**config.mk**
```make
export PLATFORM = sky130hd
export DESIGN_NAME = ram_param
export DESIGN_NICKNAME = d
export VERILOG_FILES = /design/src/rtl/ram_param.sv
export SDC_FILE = /design/constraint.sdc
export NUM_CORES = 1
export LEC_CHECK = 0
export ABC_AREA = 1
export CAP_MARGIN = 20
export CORE_MARGIN = 2
export CORE_UTILIZATION = 35
export DETAILED_ROUTE_END_ITERATION = 6
export GPL_TIMING_DRIVEN = 1
export PLACE_DENSITY = 0.55
export SYNTH_ARGS = -nofsm -noshare
export SYNTH_HDL_FRONTEND = slang
export SYNTH_SLANG_ARGS = --single-unit
export TNS_END_PERCENT = 20
```
**constraint.sdc**
```tcl
create_clock -name clk -period 1.25 [get_ports clk]
set_input_delay 0.25 -clock clk [delete_from_list [all_inputs] [get_ports clk]]
set_output_delay 0.25 -clock clk [all_outputs]
set_load 0.05 [all_outputs]
```
**src/rtl/ram_param.sv**
```systemverilog
// Parameterised single-port register-file RAM with a one-cycle read latency and a
// hardware clear sweep that zeroes every word, one word per clock.
module ram_param #(
  parameter int unsigned WIDTH  = 8,
  parameter int unsigned ADDR_W = 2
) (
  input  logic              clk,
  input  logic              clear,
  input  logic              en,
  input  logic              readWrite,
  input  logic [ADDR_W-1:0] address,
  input  logic [WIDTH-1:0]  x,
  input  logic              clr_req,
  output logic [WIDTH-1:0]  s,
  output logic              valid,
  output logic              busy,
  output logic              done
);

  localparam int unsigned       DEPTH    = 1 << ADDR_W;
  localparam logic [ADDR_W-1:0] LastAddr = ADDR_W'(DEPTH - 1);

  typedef enum logic [0:0] {
    StIdle,
    StSweep
  } state_e;

  state_e             state_q, state_d;
  logic [ADDR_W-1:0]  cnt_q, cnt_d;
  logic [WIDTH-1:0]   mem_q [DEPTH];
  logic [WIDTH-1:0]   mem_d [DEPTH];
  logic [WIDTH-1:0]   s_q, s_d;
  logic               valid_q, valid_d;
  logic               done_q, done_d;

  always_comb begin
    state_d = state_q;
    cnt_d   = cnt_q;
    mem_d   = mem_q;
    s_d     = s_q;
    valid_d = 1'b0;
    done_d  = 1'b0;

    unique case (state_q)
      StIdle: begin
        // A clear request wins over a simultaneous access; the access is dropped.
        if (clr_req) begin
          state_d = StSweep;
          cnt_d   = '0;
        end else if (en) begin
          if (readWrite) begin
            mem_d[address] = x;
          end else begin
            s_d     = mem_q[address];
            valid_d = 1'b1;
          end
        end
      end
      StSweep: begin
        mem_d[cnt_q] = '0;
        if (cnt_q == LastAddr) begin
          state_d = StIdle;
          done_d  = 1'b1;
          s_d     = '0;
        end else begin
          cnt_d = cnt_q + ADDR_W'(1);
        end
      end
      default: state_d = StIdle;
    endcase
  end

  always_ff @(posedge clk or negedge clear) begin
    if (!clear) begin
      state_q <= StIdle;
      cnt_q   <= '0;
      s_q     <= '0;
      valid_q <= 1'b0;
      done_q  <= 1'b0;
      for (int i = 0; i < DEPTH; i++) begin
        mem_q[i] <= '0;
      end
    end else begin
      state_q <= state_d;
      cnt_q   <= cnt_d;
      s_q     <= s_d;
      valid_q <= valid_d;
      done_q  <= done_d;
      for (int i = 0; i < DEPTH; i++) begin
        mem_q[i] <= mem_d[i];
      end
    end
  end

  assign s     = s_q;
  assign valid = valid_q;
  assign done  = done_q;
  assign busy  = (state_q == StSweep);

endmodule

```
Yosys cells after proc, flatten, opt, wreduce, memory -nomap -nowiden
Index checks and enable logic that the tools add are counted.
{"block": "word_totals", "ff_bits": 45, "input_bits": 15, "elab_cells": 61}
{"block": "op_classes", "addsub": 1, "n_eq_ne": 8, "n_lt_le_gt_ge": 4, "reduce_logical": 5, "n_bitwise": 5, "mux": 29}
{"cell": "32-bit two-way mux", "n": 3}
{"cell": "8-bit two-way mux", "n": 8}
{"cell": "32-bit one-hot mux with 2 select lines", "n": 1}
{"cell": "32-bit AND", "n": 1}
{"cell": "32-bit bitwise mux", "n": 1}
{"cell": "8-bit demux with 2-bit select", "n": 2}
{"cell": "32-bit NOT", "n": 1}
{"cell": "8-bit binary-select mux with 2-bit select", "n": 1}
{"cell": "8-bit one-hot mux with 2 select lines", "n": 1}
{"cell": "2-bit != test, second input constant", "n": 6}
{"cell": "1-bit two-way mux", "n": 8}
{"cell": "3-bit >= comparator, second input constant", "n": 2}
{"cell": "3-bit by 1-bit < comparator with 1-bit output, second input constant", "n": 2}
{"cell": "2-bit NOT with 3-bit output", "n": 2}
{"cell": "2-bit two-way mux", "n": 2}
{"cell": "2-bit one-hot mux with 2 select lines", "n": 1}
{"cell": "4-bit AND reduction", "n": 1}
{"cell": "3-bit AND reduction", "n": 1}
{"cell": "2-bit by 1-bit adder with 2-bit output, second input constant", "n": 1}
{"cell": "2-bit equality test, second input constant", "n": 1}
{"cell": "1-bit logical AND", "n": 2}
{"cell": "2-bit by 1-bit != test with 1-bit output, second input constant", "n": 1}
{"cell": "1-bit one-hot mux with 2 select lines", "n": 1}
{"cell": "2-bit AND reduction", "n": 1}
{"cell": "1-bit NOT", "n": 1}

Longest topological paths before layout
Gate-level depths: netlist of run 1.
{"block": "logic_depth", "depth_word": 10, "ltp_mapped": 8}

Worst setup path after synthesis of run 1
No wires, ideal clock.
{"block": "synth_path", "path_kind": "reg2reg", "start": "register state_q, in the netlist busy", "end": "register mem_q[10] (netlist bit)", "path_stages_with_launch": 6, "period_less_slack_ns": 1.387, "required_ns": 1.185, "setup_ns": 0.065, "arrival_time_ns": 1.321, "path_buffers": 2, "slack_ns": -0.137, "path_cell_list": "dfrtp_1 > buf_6 > nor3_4 > buf_6 > nand3_1 > nand2_1"}
{"block": "synth_between", "elab_chain_len": 3, "word_cells_on_any_way": 6}
{"element": "start, declared", "line": "28", "rtl": "state_e state_q, state_d;"}
{"element": "start signal, assigned", "line": "75", "rtl": "state_q <= StIdle;"}
{"element": "start signal, assigned", "line": "84", "rtl": "state_q <= state_d;"}
{"element": "1-bit NOT"}
{"element": "2-bit != test (no line)"}
{"element": "3-bit AND reduction (no line)"}
{"element": "end signal, assigned by index", "line": "90", "rtl": "mem_q[i] <= mem_d[i];"}
{"element": "end, declared", "line": "30", "rtl": "logic [WIDTH-1:0] mem_q [DEPTH];"}
Several ways; a longest one is shown, not always the timed one.
A chain may end at the register's enable or synchronous reset.

Worst setup path in the final report of run 1
{"block": "layout_path", "start": "register state_q, in the netlist busy", "end": "register mem_q[19] (netlist bit)"}
Same word-level chain as after synthesis.

==> key figures, run 1 <==
Clock network
  • Largest buffer count on any clock path: 2
  • H-Tree Level Count: 2
  • Clock latency on the worst-skew pair: 0.30 ns
  • Clock Tree Root: sky130_fd_sc_hd__clkbuf_8
  • Cts bufs inserted: 5
  • Clock Sinks: 45
  • Post-CTS clock slew at the launch and capture registers of the worst setup and hold paths: 0.09 ns
  • CTS tree: built

Status
  • Outcome: finished, violations left
  • Failing checks: negative setup slack

Timing
  • Shortest clock period the worst path allows after layout: 1.27 ns
  • Number of setup violations in the final report: 25
  • Slew at the pin closest to its max-slew limit: 0.400 ns
  • Final clock period utilization by the worst path: 1.02
  • Maximum operating frequency: 788 MHz
  • Hold_ws: 0.402 ns
  • Relative slew margins: 0.733
  • Setup repair after global routing missed its margin: yes
  • Worst Setup Slack, final: -0.0194 ns
  • Final hold viol count: 0
  • Final setup skew: 0.00498 ns
  • Number of max-slew violations in the final report: 0

Global routing
  • Met1 Resource Use GR: 0.262
  • GR peak layer: met2
  • Total routing usage reported by global routing: 0.177
  • Routing usage on met3: 0.0289
  • Wire length of the first global-routing pass: 10.1 mm
  • Remaining Overflow, GRT: 0
  • Vias in the first global route: 1,920
  • Largest net degree at the start of global routing: 33
  • Antenna violations before repair: 0
  • Met2 usage in global routing: 0.269

Die
  • Starting density of the core: 0.368
  • Row Count: 29
  • Placeable Area: 6420 um2
  • Die height: 86.2 um
  • Number of top-level pins: 26
  • Die width: 86.2 um
  • Total Die Area: 7420 um2

Routing
  • DRC marker count from the first detailed-route iteration: 151
  • Remaining DRCs: 0
  • Via count: 2,112
  • Router iterations before antenna repair: 4
  • Wirelength per Cell: 16.0 um
  • Antenna Nets Post-Route: 0
  • Detail-routed via count per cell: 5.13
  • Total length of routed wires: 6.58 mm

Min path
  • Class of the tightest hold or removal check: in -> async

Place
  • Buffers on Ports: 25
  • Number of instances in the placed design: 396
  • Final weighted congestion in routability-driven placement: 0.762
  • Worst slack, placed: -0.335 ns
  • DP Area: 2930 um2
  • Detail Placement HPWL: 4.45 mm

Logic synthesis
  • Proportion of synthesized chip area in sequential cells: 0.477
  • Post-synthesis cell type count: 20
  • Cell type contributing the most total cell area after synthesis: sky130_fd_sc_hd__dfrtp_1
  • Cell area after technology mapping: 2360 um2
  • Mean instance size in the synthesized netlist: 8.35 um2
  • Cells after synthesis: 283
  • Top post-synthesis cells by area: sky130_fd_sc_hd__dfrtp_1 (48%), sky130_fd_sc_hd__nand2_1 (20%), sky130_fd_sc_hd__nand3_1 (15%)
  • Synthesized Nets: 303
  • Fraction of synthesized cell area taken by the top area cell type: 0.477
  • Synthesized flop and latch total: 45
  • Synth warn: 0

Power
  • Total power density per cell area: 1370 nW/um2
  • Leakage component of the power: 1.71 nW
  • Max IR drop VDD: 0.00124 V
  • Post-layout total power: 4.38 mW

Critical path
  • Largest fanout on the critical path: 8
  • Start-to-end type of the worst setup path: reg -> reg
  • Crit path capture type: register
  • Reg-to-reg setup timing slack: -0.02 ns
  • Arrival time at the worst endpoint: 1.47 ns
  • Category of the worst setup path launch point: register
  • Required time worst endpoint: 1.45 ns

Final layout
  • Most frequent cells in the layout: sky130_fd_sc_hd__nand2_1 (124), sky130_fd_sc_hd__nand3_1 (67), sky130_fd_sc_hd__dfrtp_1 (44)
  • Final instance area: 3200 um2
  • Number of antenna cells inserted: 0
  • Number of standard cells in the final layout excluding fillers: 412
  • Relative area change from synthesis to final layout: 35.5%
  • Final #Nets: 354
  • Most common cell after layout, fill and taps aside: sky130_fd_sc_hd__nand2_1
  • Fraction of layout instances using a drive strength above 1: 0.215

Flow run
  • Count of max-cap constraint violations: 0
## stage by stage
stage	util	setup TNS (ns)
after detailed placement	0.456	-12.19
after global routing	0.499	-2.52
after CTS	0.479	-0.0654
final	0.499	-0.191
after global placement	0.456	-11.53
after floorplan	-	-1.26
## synth_stat cells
master and instances:
sky130_fd_sc_hd__nand2_1 127, sky130_fd_sc_hd__nand3_1 72, sky130_fd_sc_hd__dfrtp_1 45, sky130_fd_sc_hd__buf_6 6, sky130_fd_sc_hd__ha_1 5, sky130_fd_sc_hd__nand3_4 5
sky130_fd_sc_hd__inv_1 4, sky130_fd_sc_hd__inv_2 2, sky130_fd_sc_hd__nand2_2 2, sky130_fd_sc_hd__nor2_1 2, sky130_fd_sc_hd__nor2_4 2, sky130_fd_sc_hd__nor2_8 2
sky130_fd_sc_hd__o21ai_1 2, sky130_fd_sc_hd__buf_2 1, sky130_fd_sc_hd__buf_4 1, sky130_fd_sc_hd__bufinv_8 1, sky130_fd_sc_hd__clkinv_2 1, sky130_fd_sc_hd__clkinv_4 1
sky130_fd_sc_hd__inv_4 1, sky130_fd_sc_hd__nor3_4 1
## worst max-delay path: stages (launching register included)
cell	delay [ns]
sky130_fd_sc_hd__dfrtp_2	0.44
sky130_fd_sc_hd__buf_12	0.15
sky130_fd_sc_hd__nor2_8	0.21
sky130_fd_sc_hd__nand3_4	0.20
sky130_fd_sc_hd__nand3_1	0.12
sky130_fd_sc_hd__nand2_1	0.05
## power breakdown
| part | internal, mW | switching, mW | leakage (nW) |
|---|---|---|---|
| combinational | 0.594 | 0.880 | 1.03 |
| clock | 0.652 | 0.501 | 0.0585 |
| sequential | 1.62 | 0.135 | 0.618 |
## path summary, 6_finish.rpt
kind                                           start               endpoint  cells after the start
worst min-delay path                           clear       s[5]$_DFFE_PN0P_                      2
worst min register to register  mem_q[1]$_DFFE_PN0P_   mem_q[1]$_DFFE_PN0P_                      2
min in group clk                                  en        valid$_DFF_PN0_                      4
max in group asynchronous                      clear         busy$_DFF_PN0_                      3
worst max-delay path                  busy$_DFF_PN0_  mem_q[19]$_DFFE_PN0P_                      5
worst max register to register        busy$_DFF_PN0_  mem_q[19]$_DFFE_PN0P_                      5
## flip-flops by register name (all words and copies together), names as in the netlist
| register | cells |
|---|---|
| mem_q | 32 |
| s | 8 |
| cnt_q | 2 |
| busy | 1 |
| done | 1 |
| valid | 1 |
## timing repair
| action | 4_1_cts | 5_1_grt |
|---|---|---|
| setup endpoints to repair | 4 | 41 |
| resized for setup | 1 | 12 |
| hold buffers | 1 | 0 |
| endpoints found under the hold margin | 15 | 0 |
| pin swaps | 1 | 1 |
| buffers inserted | 1 | 2 |
| gates cloned | 0 | 4 |
## kinds of logic (layout without fill, tap and decap cells)
family / after synthesis / in the layout / synth area share
AO/OA/AOI/OAI: 2 / 2 / 0.00424
adder cells (fa/ha/maj): 5 / 5 / 0.0265
buffers and inverters: 18 / 69 / 0.0593
flip-flops: 45 / 45 / 0.477
AND/OR/NAND/NOR: 213 / 214 / 0.433
## routing by layer
layer  share of wire  up-vias
li1                -     1029
met1            0.45     1001
met2            0.46       74
met3           0.075        8
met4           0.014        0
met5               0        -
## cell type report
type                    count  area [um2]
clock buffers               7        86.3
clock inverters             1        30.0
fillers                   607        3220
inverters                  10        62.6
multi-input cells         221        1140
flip-flops and latches     45        1130
well taps                  77        96.3
repair buffers             50         656
repair inverters            1        5.00
Power figures use the tool's default switching activity.
==> inputs of run 2 (changes only) <==
CELL_PAD_IN_SITES_DETAIL_PLACEMENT = 1   (was unset)
CELL_PAD_IN_SITES_GLOBAL_PLACEMENT = 1   (was unset)
PLACE_DENSITY = 0.69   (was 0.55)
TNS_END_PERCENT = 30   (was 20)
==> run 2 against run 1 <==
Effect of this change:
- the flow still finishes with violations (negative setup slack)
- final area up 3.2%
- first-iteration DRC count up 17%
- critical path depth up 2
- wire length up 13%
- clock power down 19%
- combinational power up 12%
- register-to-register slack worse by 0.03 ns
- count of clock-buffer cells in the layout unchanged
- largest cell class unchanged
- highest routed layer unchanged
==> key figures, run 2 (same netlist as run 1, synthesis figures left out) <==
Final layout
  • Fraction of layout instances using a drive strength above 1: 0.267
  • Final design utilization: 0.514
  • Number of antenna cells inserted: 0
  • Reg with most FFs: mem_q
  • Total area of multi-input combinational cells: 1180 um2
  • Number of standard cells in the final layout excluding fillers: 422
  • Relative area change from synthesis to final layout: 39.8%
  • Number of flip-flops in the largest register: 32
  • Storage element area: 1130 um2
  • Most common cell after layout, fill and taps aside: sky130_fd_sc_hd__nand2_1
  • Final #Nets: 364
  • Most frequent cells in the layout: sky130_fd_sc_hd__nand2_1 (120), sky130_fd_sc_hd__nand3_1 (61), sky130_fd_sc_hd__dfrtp_1 (44)
  • Layout filler cell count: 733

Critical path
  • Source of the critical timing path: busy$_DFF_PN0_
  • Arrival time at the worst endpoint: 1.55 ns
  • Reg-to-reg setup timing slack: -0.05 ns
  • Ordered cell list for the critical path: buf_12, nor2_8, buf_12, nand3_4, clkinv_4, nand2_1, nand2_1
  • Crit path capture type: register
  • Required time worst endpoint: 1.50 ns
  • Crit-path leading delay family: flip-flops
  • Start-to-end type of the worst setup path: reg -> reg
  • Largest fanout on the critical path: 6
  • Number of buffer and inverter stages on the critical path: 3
  • Worst path max stage delay: 0.44 ns
  • Worst reg2reg endpoint: s[7]$_DFFE_PN0P_
  • Cell with the largest stage delay on the worst path: sky130_fd_sc_hd__dfrtp_2
  • Category of the worst setup path launch point: register
  • Cell depth of the worst flop-to-flop path: 7
  • Beginning of the worst register-to-register path: busy$_DFF_PN0_

Global routing
  • Vias in the first global route: 2,191
  • Antenna violations before repair: 0
  • Remaining Overflow, GRT: 0
  • Total routing usage reported by global routing: 0.197
  • Largest net degree at the start of global routing: 33
  • Wire length of the first global-routing pass: 11.1 mm

Min path
  • Class of the tightest hold or removal check: in -> async

Routing
  • Detail-routed via count per cell: 5.20
  • Router iterations before antenna repair: 4
  • Wirelength per Cell: 17.7 um
  • DRC marker count from the first detailed-route iteration: 177
  • Via count: 2,193
  • Remaining DRCs: 0
  • Antenna Nets Post-Route: 0
  • Total length of routed wires: 7.45 mm

Die
  • Die height: 86.2 um
  • Number of top-level pins: 26
  • Starting density of the core: 0.368
  • Total Die Area: 7420 um2
  • Die width: 86.2 um
  • Row Count: 29
  • Placeable Area: 6420 um2

Timing
  • Final setup skew: 0.00721 ns
  • Slew at the pin closest to its max-slew limit: 0.386 ns
  • Final hold viol count: 0
  • Shortest clock period the worst path allows after layout: 1.30 ns
  • Number of setup violations in the final report: 34
  • Maximum operating frequency: 771 MHz
  • Final clock period utilization by the worst path: 1.04
  • Setup repair after global routing missed its margin: yes
  • Number of max-slew violations in the final report: 0
  • Worst Setup Slack, final: -0.0478 ns
  • Relative slew margins: 0.743

Clock network
  • CTS tree: built
  • Clock latency on the worst-skew pair: 0.31 ns
  • Clock Tree Root: sky130_fd_sc_hd__clkbuf_8
  • Post-CTS clock slew at the launch and capture registers of the worst setup and hold paths: 0.09 ns
  • Cts bufs inserted: 5
  • H-Tree Level Count: 2
  • Clock Sinks: 45
  • Largest buffer count on any clock path: 2

Place
  • Number of instances in the placed design: 402
  • Buffers on Ports: 25
  • Detail Placement HPWL: 5.02 mm
  • Final weighted congestion in routability-driven placement: 0.811

Status
  • Failing checks: negative setup slack
  • Outcome: finished, violations left

Power
  • Total power density per cell area: 1320 nW/um2
  • Leakage component of the power: 1.74 nW
  • Max IR drop VDD: 0.000940 V

Flow run
  • Count of max-cap constraint violations: 0
run 2: cell count changes in the layout (fill, tap and decap cells not counted), sizes merged:
cell      delta
bufinv       -1
buf         +10
clkinvlp     +1
run 2: worst max path at each step:
stage,end,slack (ns),cells past startpoint
after floorplan,mem_q[10]$_DFFE_PN0P_,-0.04,5
after global placement,mem_q[11]$_DFFE_PN0P_,-0.31,7
after detailed placement,s[6]$_DFFE_PN0P_,-0.34,6
after CTS,s[6]$_DFFE_PN0P_,-0.03,6
after global routing,mem_q[16]$_DFFE_PN0P_,-0.09,6
final,s[7]$_DFFE_PN0P_,-0.05,7
run 2: through the flow:
stage               setup TNS, ns  setup WS [ns]  power, mW  hold slack (ns)  area [um2]
floorplan                   -1.26        -0.0391       2.50          -0.0456        2360
global placement           -11.71         -0.313       3.12            0.183        2960
detailed placement         -12.69         -0.335       3.15            0.190        2960
CTS                        -0.269        -0.0267       4.14            0.392        3080
global route                -2.67        -0.0938       4.58            0.416        3300
finish                     -0.859        -0.0478       4.35            0.381        3300
run 2: cell type report:
| cell class | instances | area share |
|---|---|---|
| Sequential cell | 45 | 0.341 |
| Timing Repair inverter | 1 | 0.00152 |
| Tap cell | 77 | 0.0292 |
| Inverter | 10 | 0.0182 |
| Clock inverter | 1 | 0.00227 |
| Multi-Input combinational cell | 221 | 0.357 |
| Clock buffer | 7 | 0.0231 |
| Timing Repair Buffer | 60 | 0.228 |
run 2: layer usage:
layer	track usage	share of wire	up-vias	routed length (um)
met5	0	0	-	0
met4	0.0794	0.0098	0	73
met3	0.0346	0.057	7	422
met2	0.310	0.50	62	3730
met1	0.270	0.43	1079	3220
li1	-	-	1045	-
run 2: timing repair:
action | CTS | global route
gates cloned | 0 | 4
setup buffers | 1 | 6
gates resized for setup | 1 | 21
hold endpoints to repair | 12 | 0
setup endpoints to repair | 14 | 42
pin swaps | 1 | 12
hold buffers | 1 | 0
run 2: power by group:
part           switching (mW)  leakage [nW]  internal (mW)
clock                   0.538        0.0385          0.397
sequential              0.140         0.618           1.62
combinational           0.958          1.08          0.696
==> variant 1, RTL diff (settings of run 2) <==
Set the parameter `WIDTH` to 9 (it was 8).
--- a/src/rtl/ram_param.sv
+++ b/src/rtl/ram_param.sv
@@ -1,7 +1,7 @@
 // Parameterised single-port register-file RAM with a one-cycle read latency and a
 // hardware clear sweep that zeroes every word, one word per clock.
 module ram_param #(
-  parameter int unsigned WIDTH  = 8,
+  parameter int unsigned WIDTH  = 9,
   parameter int unsigned ADDR_W = 2
 ) (
   input  logic              clk,
Ports: changed (resized s and x); port bits go from 26 to 28. The function was not compared with the original's and may differ.
==> variant 1 against run 2 <==
The run still ends with negative setup slack left. Clock power is 5.3% higher. Register-to-register slack improved by 20 ps. Setup slack improved by 7.9 ps. Routed wire length is 14% higher. First-iteration DRC count shrank 21%. Area after synthesis up 6.5%. Synthesized cell count increased by 9.9%. Power increased by 5.3%. Clock skew decreased by 1.1 ps. Cell count is 12% higher. Sequential power increased by 11%. Design area increased by 7.5%. Sequential cell count increased by 5. Global-route usage is 1.8 points higher.
==> variant 1: results (changes against run 2) <==
final_layout:
  drive_above_1_share: 0.239  # -0.0279
  diodes: 0  # unchanged
  max_flop_register: "mem_q"
  largest_register_ffs: 36  # +13%
  nNetsFinal: 397  # +9.1%
place:
  placed_cells: 449  # +12%
  portBuffers: 27  # +8.0%
  gp_congestion: 0.845  # +4.2%
  hpwl_microns: 5460  # +8.6%
  placed_area_sq_um: 3170  # +7.1%
  pre_cts_slack_ps: -419  # -83.8 ps
min_path:
  hp-start: "clr_req"
  hp-class: "primary input to flip-flop"
grt:
  grt_max_degree: 51  # +55%
  grt_antenna_before_repair: 0  # unchanged
  grt_pass1_vias: 2475  # +13%
  grt_pass1_wl_microns: 12700  # +15%
  grt_usage: 0.215  # +0.0175
setup_path:
  critical_path_arrival_ps: 1040  # -510 ps
  r2r_setup_slack_ps: -30  # +20 ps
  critPathLaunch: "busy"
  ff2ff_path_depth: 6  # -1
  r2r_end: "mem_q[22]"
  endpoint: "busy"
  critPathMaxFanout: 6  # unchanged
power_and_ir_drop:
  vdd_drop_max_uv: 528  # -44%
  p_leak_nw: 1.88  # +8.2%
run_status:
  status: "finished, violations left"
  violations: "negative setup slack"
logic_synthesis:
  yosysSeqAreaShare: 0.498  # +0.0208
  post_synth.cell_area_avg_sq_um: 8.09  # -3.1%
  ys_async_sr_fraction: 1.00  # unchanged
  synth_common_cells: "nand2_1 (141), nand3_1 (83), dfrtp_1 (50), inv_1 (6), ha_1 (5)"
  synthTopCellsByArea: "dfrtp_1 (50%), nand2_1 (21%), nand3_1 (17%)"
  ys_warn_count: 0  # unchanged
  synthDistinctLibCells: 18  # -10%
  synthesis.nets: 332  # +9.6%
sta:
  timing.final.ws_setup_ps: -39.9  # +7.87 ps
  setup_viol: 15  # -56%
  slew_headroom: 0.803  # +0.0603
  clock_skew_ps: 6.10  # -1.12 ps
  totalNegativeSetupSlack_ps: -182  # +677 ps
cts:
  cts_buffer_depth: 2  # unchanged
  clockRootBuffer: "clkbuf_8"
  clk_latency_ps: 310  # about the same
  clk_pin_slew_ps: 90  # about the same
  htreeDepth: 2  # unchanged
  numCtsBuffers: 5  # unchanged
route:
  wl_per_cell_microns: 17.9  # +1.6%
  drt_iter0_markers: 139  # -21%
  vias_per_cell: 5.20  # +0.12%
  totalWireLength_microns: 8480  # +14%
  firstDrtPassIters: 4  # unchanged
[variant 1: repair_timing]
action                                  CTS  global route
buffers inserted                          4             5
gates resized for setup                  12            18
hold buffers                              1             0
gates cloned                              0             6
pin swaps                                 1             8
endpoints found under the hold margin    50             0
endpoints found under the setup margin   46            48
[variant 1: cells by family (layout without fill, tap and decap cells)]
family | count (synthesis) | count (layout) | synth area share
flip-flops | 50 | 50 | 0.498
AND/OR/NAND/NOR | 236 | 237 | 0.434
adder cells (fa/ha/maj) | 5 | 5 | 0.0249
AO/OA/AOI/OAI | 2 | 2 | 0.00398
buffers and inverters | 18 | 83 | 0.0398
[variant 1: worst max-delay path, stage by stage, from the launching register on]
cell,delay [ps]
dfrtp_2,450
buf_8,150
buf_12,140
[variant 1: worst min path at each step]
stage                            to  slack (ps)  depth (start not counted)
after floorplan                busy         -50                          0
after global placement     cnt_q[1]         260                          2
after detailed placement   cnt_q[1]         260                          2
after CTS                 mem_q[18]         470                          3
after global routing          valid         460                          4
final                         valid         440                          4
[variant 1: routing by layer]
layer	up-vias	wire, microns	track usage
met2	73	4240	0.361
met3	10	409	0.0271
met4	0	107	0.0537
met1	1225	3720	0.295
li1	1153	-	-
met5	-	0	0
[variant 1: metrics by stage]
step            util  hold WS [ps]
2_1_floorplan      -         -45.6
3_3_place_gp   0.461           263
6_report       0.517           439
4_1_cts        0.488           472
5_1_grt        0.517           461
3_5_place_dp   0.461           264
[variant 1: area by class of cell]
type | count | area [sq um]
fill | 836 | 3320
inverter | 10 | 40.0
tap | 96 | 120
clock inverter | 1 | 5.00
multi-input combinational | 244 | 1260
sequential | 50 | 1250
timing repair buffer | 65 | 786
clock buffer | 7 | 86.3
[variant 1: power breakdown]
group	switching, mW	total (mW)	internal, mW
sequential	0.160	1.96	1.80
clock	0.537	0.985	0.448
combinational	0.977	1.64	0.666
total	1.67	4.58	2.91
